===== config.mk =====
export PLATFORM = sky130hd
export DESIGN_NAME = stopwatch_key_ctrl
export DESIGN_NICKNAME = d
export VERILOG_FILES = /design/src/rtl/stopwatch_key_ctrl.sv
export SDC_FILE = /design/constraint.sdc
export NUM_CORES = 1
export LEC_CHECK = 0
export ABC_AREA = 1
export BUFFER_PORTS_ARGS = -buffer_cell sky130_fd_sc_hd__buf_2
export CELL_PAD_IN_SITES_DETAIL_PLACEMENT = 0
export CELL_PAD_IN_SITES_GLOBAL_PLACEMENT = 1
export CORE_AREA = 2 2 108 110
export DETAILED_ROUTE_END_ITERATION = 10
export DIE_AREA = 0 0 110 112
export GPL_TIMING_DRIVEN = 1
export PLACE_DENSITY = 0.85
export SLEW_MARGIN = 15
export SYNTH_ARGS = -nofsm -noshare
export SYNTH_HDL_FRONTEND = slang
export SYNTH_SLANG_ARGS = --single-unit

===== constraint.sdc =====
create_clock -name clk -period 2.13 [get_ports clk]
set_input_delay 0.213 -clock clk [delete_from_list [all_inputs] [get_ports clk]]
set_output_delay 0.213 -clock clk [all_outputs]
set_load 0.05 [all_outputs]

===== src/rtl/stopwatch_key_ctrl.sv =====
// stopwatch_key_ctrl
//   Input-side front end of the stopwatch. It turns four raw push-buttons into
//   clean one-cycle commands. Each button passes through a 2-FF synchronizer,
//   a debouncer and a rising-edge detector. A 4-state FSM then drives the state
//   code, a clear pulse and a load pulse. The block also holds a BCD minutes
//   editor (00-59) that supplies the load value.
//
//   Optional feature macro: STOPWATCH_KEY_AUTOREP_EN
//     When defined, holding btn_inc in EDIT adds one increment every REP_CYCLES
//     cycles after the initial press. When undefined, each press gives exactly
//     one increment and no repeat counter is built.
//
// Parameters
//   DB_CYCLES  : stable cycles required before a level change is accepted
//   REP_CYCLES : auto-repeat period for btn_inc (used only with the macro)
//
// Ports
//   clk      in   system clock, all logic on posedge
//   reset    in   synchronous, active-high reset
//   btn_run  in   raw button: start/pause toggle
//   btn_clr  in   raw button: clear to 00:00 and go idle
//   btn_ld   in   raw button: enter edit / commit load
//   btn_inc  in   raw button: increment edit value
//   s        out  state code: 00 IDLE, 01 RUN, 10 PAUSE, 11 EDIT (also the FSM debug view)
//   clr_p    out  one-cycle clear pulse
//   load_p   out  one-cycle load pulse
//   load_val out  {tens[2:0], units[3:0]} BCD minutes, follows the edit value
//
// Handshake: there is no valid/ready pair. clr_p and load_p are single-cycle
// strobes that the counters sample on the next posedge. load_val is held
// stable for the whole cycle in which load_p is high.
module stopwatch_key_ctrl #(
  parameter int unsigned DB_CYCLES  = 1_000_000,
  parameter int unsigned REP_CYCLES = 25_000_000
) (
  input  logic       clk,
  input  logic       reset,
  input  logic       btn_run,
  input  logic       btn_clr,
  input  logic       btn_ld,
  input  logic       btn_inc,
  output logic [1:0] s,
  output logic       clr_p,
  output logic       load_p,
  output logic [6:0] load_val
);

  localparam int CW = $clog2(DB_CYCLES + 1);

  // Button lane indices
  localparam int B_RUN = 0;
  localparam int B_CLR = 1;
  localparam int B_LD  = 2;
  localparam int B_INC = 3;

  typedef enum logic [1:0] {
    ST_IDLE  = 2'b00,
    ST_RUN   = 2'b01,
    ST_PAUSE = 2'b10,
    ST_EDIT  = 2'b11
  } state_t;

  logic [3:0]         raw;
  logic [3:0]         sync1_q, sync2_q;
  logic [3:0]         db_q, db_dly_q;
  logic [3:0][CW-1:0] cnt_q;
  logic [3:0]         press;

  assign raw   = {btn_inc, btn_ld, btn_clr, btn_run};
  assign press = db_q & ~db_dly_q;

  // Synchronize, debounce and edge-detect all four buttons.
  // The counter runs while the synchronized level disagrees with the accepted
  // level. Any agreement (a bounce) restarts it from zero.
  always_ff @(posedge clk) begin
    if (reset) begin
      sync1_q  <= '0;
      sync2_q  <= '0;
      db_q     <= '0;
      db_dly_q <= '0;
      cnt_q    <= '0;
    end else begin
      sync1_q  <= raw;
      sync2_q  <= sync1_q;
      db_dly_q <= db_q;
      for (int i = 0; i < 4; i++) begin
        if (sync2_q[i] == db_q[i]) begin
          cnt_q[i] <= '0;
        end else if (cnt_q[i] == CW'(DB_CYCLES)) begin
          cnt_q[i] <= '0;
          db_q[i]  <= sync2_q[i];
        end else begin
          cnt_q[i] <= cnt_q[i] + CW'(1);
        end
      end
    end
  end

  state_t     state_q;
  logic [2:0] tens_q, tens_nx;
  logic [3:0] units_q, units_nx;
  logic       rep_fire;
  logic       inc_evt;

  // BCD +1 with wrap from 59 back to 00
  always_comb begin
    units_nx = units_q + 4'd1;
    tens_nx  = tens_q;
    if (units_q == 4'd9) begin
      units_nx = 4'd0;
      tens_nx  = (tens_q == 3'd5) ? 3'd0 : tens_q + 3'd1;
    end
  end

`ifdef STOPWATCH_KEY_AUTOREP_EN
  localparam int RW = $clog2(REP_CYCLES + 1);
  logic [RW-1:0] rep_cnt_q;

  // The repeat counter starts the cycle after the press pulse. It is held at
  // zero whenever the key is released or the FSM is outside EDIT.
  assign rep_fire = (state_q == ST_EDIT) && db_q[B_INC] && !press[B_INC] &&
                    (rep_cnt_q == RW'(REP_CYCLES - 1));

  always_ff @(posedge clk) begin
    if (reset || state_q != ST_EDIT || !db_q[B_INC] || press[B_INC]) begin
      rep_cnt_q <= '0;
    end else if (rep_cnt_q == RW'(REP_CYCLES - 1)) begin
      rep_cnt_q <= '0;
    end else begin
      rep_cnt_q <= rep_cnt_q + RW'(1);
    end
  end
`else
  // Repeat is disabled. REP_CYCLES only feeds this constant-false term.
  localparam bit RepPeriodSet = (REP_CYCLES != 0);
  assign rep_fire = 1'b0 & RepPeriodSet;
`endif

  assign inc_evt = press[B_INC] | rep_fire;

  // Command FSM. Priority on the same cycle is clr > ld > run > inc.
  always_ff @(posedge clk) begin
    if (reset) begin
      state_q <= ST_IDLE;
      clr_p   <= 1'b0;
      load_p  <= 1'b0;
      tens_q  <= '0;
      units_q <= '0;
    end else begin
      clr_p  <= 1'b0;
      load_p <= 1'b0;
      if (press[B_CLR]) begin
        state_q <= ST_IDLE;
        clr_p   <= 1'b1;
        tens_q  <= '0;
        units_q <= '0;
      end else begin
        unique case (state_q)
          ST_IDLE, ST_PAUSE: begin
            if (press[B_LD])       state_q <= ST_EDIT;
            else if (press[B_RUN]) state_q <= ST_RUN;
          end
          ST_RUN: begin
            if (press[B_RUN]) state_q <= ST_PAUSE;
          end
          ST_EDIT: begin
            if (press[B_LD]) begin
              state_q <= ST_PAUSE;
              load_p  <= 1'b1;
            end else if (inc_evt) begin
              tens_q  <= tens_nx;
              units_q <= units_nx;
            end
          end
          default: state_q <= ST_IDLE;
        endcase
      end
    end
  end

  assign s        = state_q;
  assign load_val = {tens_q, units_q};

endmodule


-- After elaboration in Yosys (flattened, before gate mapping)
Index checks and enable logic that the tools add are counted.
- register bits after elaboration: 107
- input port bits: 6
- output and inout port bits: 11
- logic and storage cells: 70
- add/sub/neg operators: 6
- equal/unequal tests: 16
- muxes and demuxes: 9
- bitwise gates (word level): 8
- reduce and logical (&&, ||, !) cells: 15
- operators with widths (cell ; count):
    $add A20 B1 Y20 const B ; 4
    $eq A20 B20 Y1 const B ; 4
    $reduce_or A3 Y1 ; 5
    $mux W2 ; 4
    $reduce_and A2 Y1 ; 4
    $not A1 Y1 ; 6
    $pmux W2 S3 ; 1
    $reduce_and A3 Y1 ; 2
    $add A4 B1 Y4 const B ; 1
    $and A4 B4 Y4 ; 1
    $eq A1 B1 Y1 ; 4
    $eq A2 B2 Y1 const B ; 2
    $eq A4 B4 Y1 const B ; 1
    $mux W4 ; 1
    $ne A2 B2 Y1 const B ; 2
    $not A4 Y4 ; 1
    $reduce_and A4 Y1 ; 1
    $reduce_or A2 Y1 ; 2
    $add A3 B1 Y3 const B ; 1
    $eq A3 B3 Y1 const B ; 1
    $mux W3 ; 1
    $ne A3 B3 Y1 const B ; 1
    $eq A2 B1 Y1 const B ; 1
    $logic_not A2 Y1 ; 1
    $mux W1 ; 2

-- Longest topological paths before layout
- depth in word-level cells: 5
- mapped depth: 9
- mapped depth without buffers: 9

-- Worst setup path before layout
Ideal clock, no wire load.
- path type: register -> register
- from: reg units_q[0]
- to: reg tens_q[1]
- library setup time: 70 ps
- arrival: 1367 ps
- required time: 2060 ps
- slack: 693 ps
- cell stages (with the launch flop): 9
- buffers on the path: 0
- period minus slack after synthesis: 1437 ps
- cell sequence: dfxtp_1 > inv_1 > nor2_1 > nand2_1 > inv_1 > nand3_1 > inv_1 > nand2_1 > a21oi_1
- cells in the longest elaborated chain, start to end: 2
- RTL lines (what ; line ; source):
    start, declared ; 101 ; logic [3:0] units_q, units_nx;
    start signal, assigned ; 172 ; units_q <= units_nx;
    $eq A4 B4 Y1 ; 109 ; if (units_q == 4'd9) begin
    $reduce_and A4 Y1 (no line) ; n/a ;
    end signal, assigned ; 171 ; tens_q <= tens_nx;
    end, declared ; 100 ; logic [2:0] tens_q, tens_nx;
No other way between the ends.
A chain may end at the register's enable or synchronous reset.

-- Final worst setup path
- from: reg cnt_q[40] in the netlist's numbering
- to: reg cnt_q[52] in the netlist's numbering
- cells in the longest elaborated chain, start to end: 2
- elaborated cells on any way between the ends: 3
- classes of those cells: 1 x add/sub; 1 x eq/ne; 1 x reduce/logical
- RTL lines (what ; line ; source):
    start, declared ; 66 ; logic [3:0][CW-1:0] cnt_q;
    start signal, assigned by index ; 93 ; cnt_q[i] <= cnt_q[i] + CW'(1);
    parallel branches: the longest is 2 deep, another holds $add A20 B1 Y20 ; n/a ;
Several ways; the timed one is not identified.

==> results.py <==
metrics = {
    "run_status": {
        "status": "completed",
    },
    "sta": {
        "fin_crit_ns": 1.63,
        "fmax_mhz": 615,
        "max-slew-margin-rel_pct": 55.2,
        "rsz0062_at_grt": "no",
        "tightest_slew_ns": 0.671,
        "setup_ws_ns": 0.504,
        "post-route-period-util_pct": 76.3,
        "whs_ns": 0.0773,
        "hold_viol": 0,
        "fin_skew_ns": 0.00786,
        "setup_viol": 0,
        "final-max-slew-violation-count": 0,
        "fin_setup_tns_ns": 0,
    },
    "cts": {
        "clock_path_buffers": 2,
        "cts_setup_buffers": 0,
        "htree_levels": 3,
        "ctsHoldBuffers": 0,
        "cts-buffers-inserted": 9,
        "clk_latency_ns": 0.35,
        "cts_resized": 0,
        "clkSlewWorstSetupHoldPaths_ns": 0.07,
        "cts_tree": "done",
        "clkSinkCount": 107,
        "root_buffer": "clkbuf_16",
    },
    "power_and_ir_drop": {
        "power_leakage_nw": 1.92,
        "ir_worst_vdd_mv": 0.401,
        "total_power_w": 0.00379,
        "powerDensity_nw_per_um2": 646,
    },
    "worst_setup_path": {
        "arrival_ns": 1.84,
        "crit_chain": "inv_1, ha_1, nand3_1, nor2_1, nand3_1, nand2_1, nor2_1",
        "crit-reg2reg-capture": "cnt_q[52]",
        "critPathCaptureType": "register",
        "worstPathRequired_ns": 2.34,
        "crit_type": "reg2reg",
        "worst_setup_path_start_kind": "register",
        "cpPeakStageDelay_ns": 0.52,
        "critPathMaxFanout": 20,
        "reg2reg_slack_ns": 0.50,
        "critical_path.slowest_cell": "nand2_1",
        "crit_path_start": "cnt_q[40]",
        "reg2reg_depth": 7,
        "r2r_start": "cnt_q[40]",
    },
    "drt": {
        "final_antenna_net_count": 0,
        "drc": 0,
        "vias_per_cell": 4.85,
        "drt-total-wl_mm": 10.3,
        "drtIter0Drc": 185,
        "dr.pass1.iters": 4,
        "routedWlPerCell_um": 10.9,
        "num_vias": 4590,
    },
    "yosys": {
        "yosys.area.top_type": "dfxtp_1",
        "yosysTopAreaCellShare_pct": 40.1,
        "ys_ff_latch": 107,
        "synthesis.nets": 792,
        "syn_avg_cell_area_um2": 6.87,
        "synth_warnings": 0,
        "syn_inst": 778,
        "synthTopCellsByArea": "dfxtp_1 (40%), nor2_1 (13%), nand2_1 (12%)",
        "seq_area_frac_synth_pct": 40.1,
        "netlist_area_um2": 5340,
        "synth_cell_types": 32,
    },
    "die": {
        "io_pins": 17,
        "die_x_um": 110,
        "start_util_pct": 47.8,
        "die_area_um2": 12300,
        "core_area_um2": 11200,
        "row_count": 39,
        "dieHeight_um": 112,
    },
    "finish": {
        "fin_cells": 947,
        "syn2layout_area_growth_pct": 9.91,
        "nNetsFinal": 813,
        "fill_cells": 1120,
        "n_antenna_cell": 0,
        "drive_above_1_share_pct": 9.08,
    },
    "grt": {
        "grt_antenna_before_repair": 0,
        "grt-ovfl-total": 0,
        "grt_pass1_wl_mm": 18.2,
        "grt_pass1_vias": 4264,
        "grt_max_degree": 21,
        "grt_usage_pct": 18.3,
    },
    "placement": {
        "place_congestion": 0.831,
        "preCtsSetupSlack_ns": 0.472,
        "io_buffers": 16,
        "dp_hpwl_mm": 7.75,
        "placedCellCount": 931,
    },
    "worst_hold_path": {
        "holdPathStages": 3,
        "holdCritPathClass": "in2reg",
        "min_from": "btn_clr",
        "worstHoldEndpoint": "sync1_q[1]",
    },
    "job": {
        "drv_cap": 0,
    },
}
-- cell usage after synthesis --
cell type / instances
a21oi_1: 25
a21oi_2: 4
and2_1: 1
buf_2: 2
buf_4: 2
buf_6: 2
clkbuf_1: 1
dfxtp_1: 107
ha_1: 8
inv_1: 89
inv_2: 1
nand2_1: 174
nand2_2: 6
nand2_4: 2
nand3_1: 44
nand3_2: 9
nand3b_1: 4
nand4_1: 13
nor2_1: 190
nor2_2: 11
nor2_4: 5
nor3_1: 4
o21ai_0: 15
o21ai_1: 3
o21bai_1: 4
o22ai_1: 1
o31ai_1: 1
or2_0: 5
or2_1: 1
or2_2: 2
xnor2_1: 13
xor2_1: 29
-- worst max-delay path by stage --
stage                            to  slack, ns  cells past startpoint
after floorplan           tens_q[1]       0.69                      8
after global placement    cnt_q[51]       0.53                      7
after detailed placement  cnt_q[52]       0.47                      7
after CTS                 cnt_q[52]       0.46                      7
after global routing      cnt_q[52]       0.25                      7
final                     cnt_q[52]       0.50                      7
-- power by group --
group | switching [W] | total [W] | internal [W]
logic | 0.0000335 | 0.0000470 | 0.0000135
registers | 0.00000611 | 0.00201 | 0.00201
clock network | 0.000726 | 0.00173 | 0.00100
total | 0.000766 | 0.00379 | 0.00303
-- layout by cell type, fill, tap and decap left out, types with 6 or more instances in the layout --
cell type    n
o21ai_0     15
xor2_1      29
a21oi_1     25
nand3_1     44
dfxtp_1    107
nand3_2      9
inv_1       89
clkbuf_16    9
nand2_2      6
nor2_2      11
xnor2_1     13
nand2_1    174
ha_1         8
nor2_1     190
buf_2       16
nand4_1     13
-- layout make-up --
type	instances	area, um2	share of cell area, %
inverter	90	338	5.75
clock buffer	12	267	4.54
timing repair buffer	17	87.6	1.49
sequential	107	2140	36.5
clock inverter	4	47.5	0.810
multi-input combinational	574	2810	47.9
tap	143	179	3.05
-- state kept, by name, indices dropped and copies added, names as in the netlist --
name and flops:
load_p 1, sync2_q 4, tens_q 3, units_q 4, cnt_q 80, clr_p 1, s 2, db_q 4
sync1_q 4, db_dly_q 4
-- metal layers --
metal / global-route usage (%) / wire [um]
met3: 3.40 / 233
met1: 22.2 / 4950
met5: 0 / 0
met4: 7.26 / 214
met2: 31.5 / 4940
-- logic make-up (layout without fill, tap and decap cells) --
family                   after synthesis  count (layout)  synth area share, %
flip-flops                           107             107                 40.1
AO/OA/AOI/OAI                         53              53                 5.50
XOR/XNOR                              42              42                 6.89
adder cells (fa/ha/maj)                8               8                 1.87
buffers and inverters                 97             123                 7.28
AND/OR/NAND/NOR                      471             471                 38.4
-- worst max-delay path, delay by kind of cell (launching register included) --
family | cells | cell delay [ns]
simple gates | 5 | 0.95
fa+ha+maj | 1 | 0.13
buf+inv | 1 | 0.06
flops | 1 | 0.34
-- metrics by stage --
stage | area (um2) | utilization [%]
2_1_floorplan | 5340 | -
3_3_place_gp | 5560 | 49.7
3_5_place_dp | 5560 | 49.7
4_1_cts | 5870 | 52.5
5_1_grt | 5870 | 52.5
6_report | 5870 | 52.5
(Power assumes the default switching activity.)
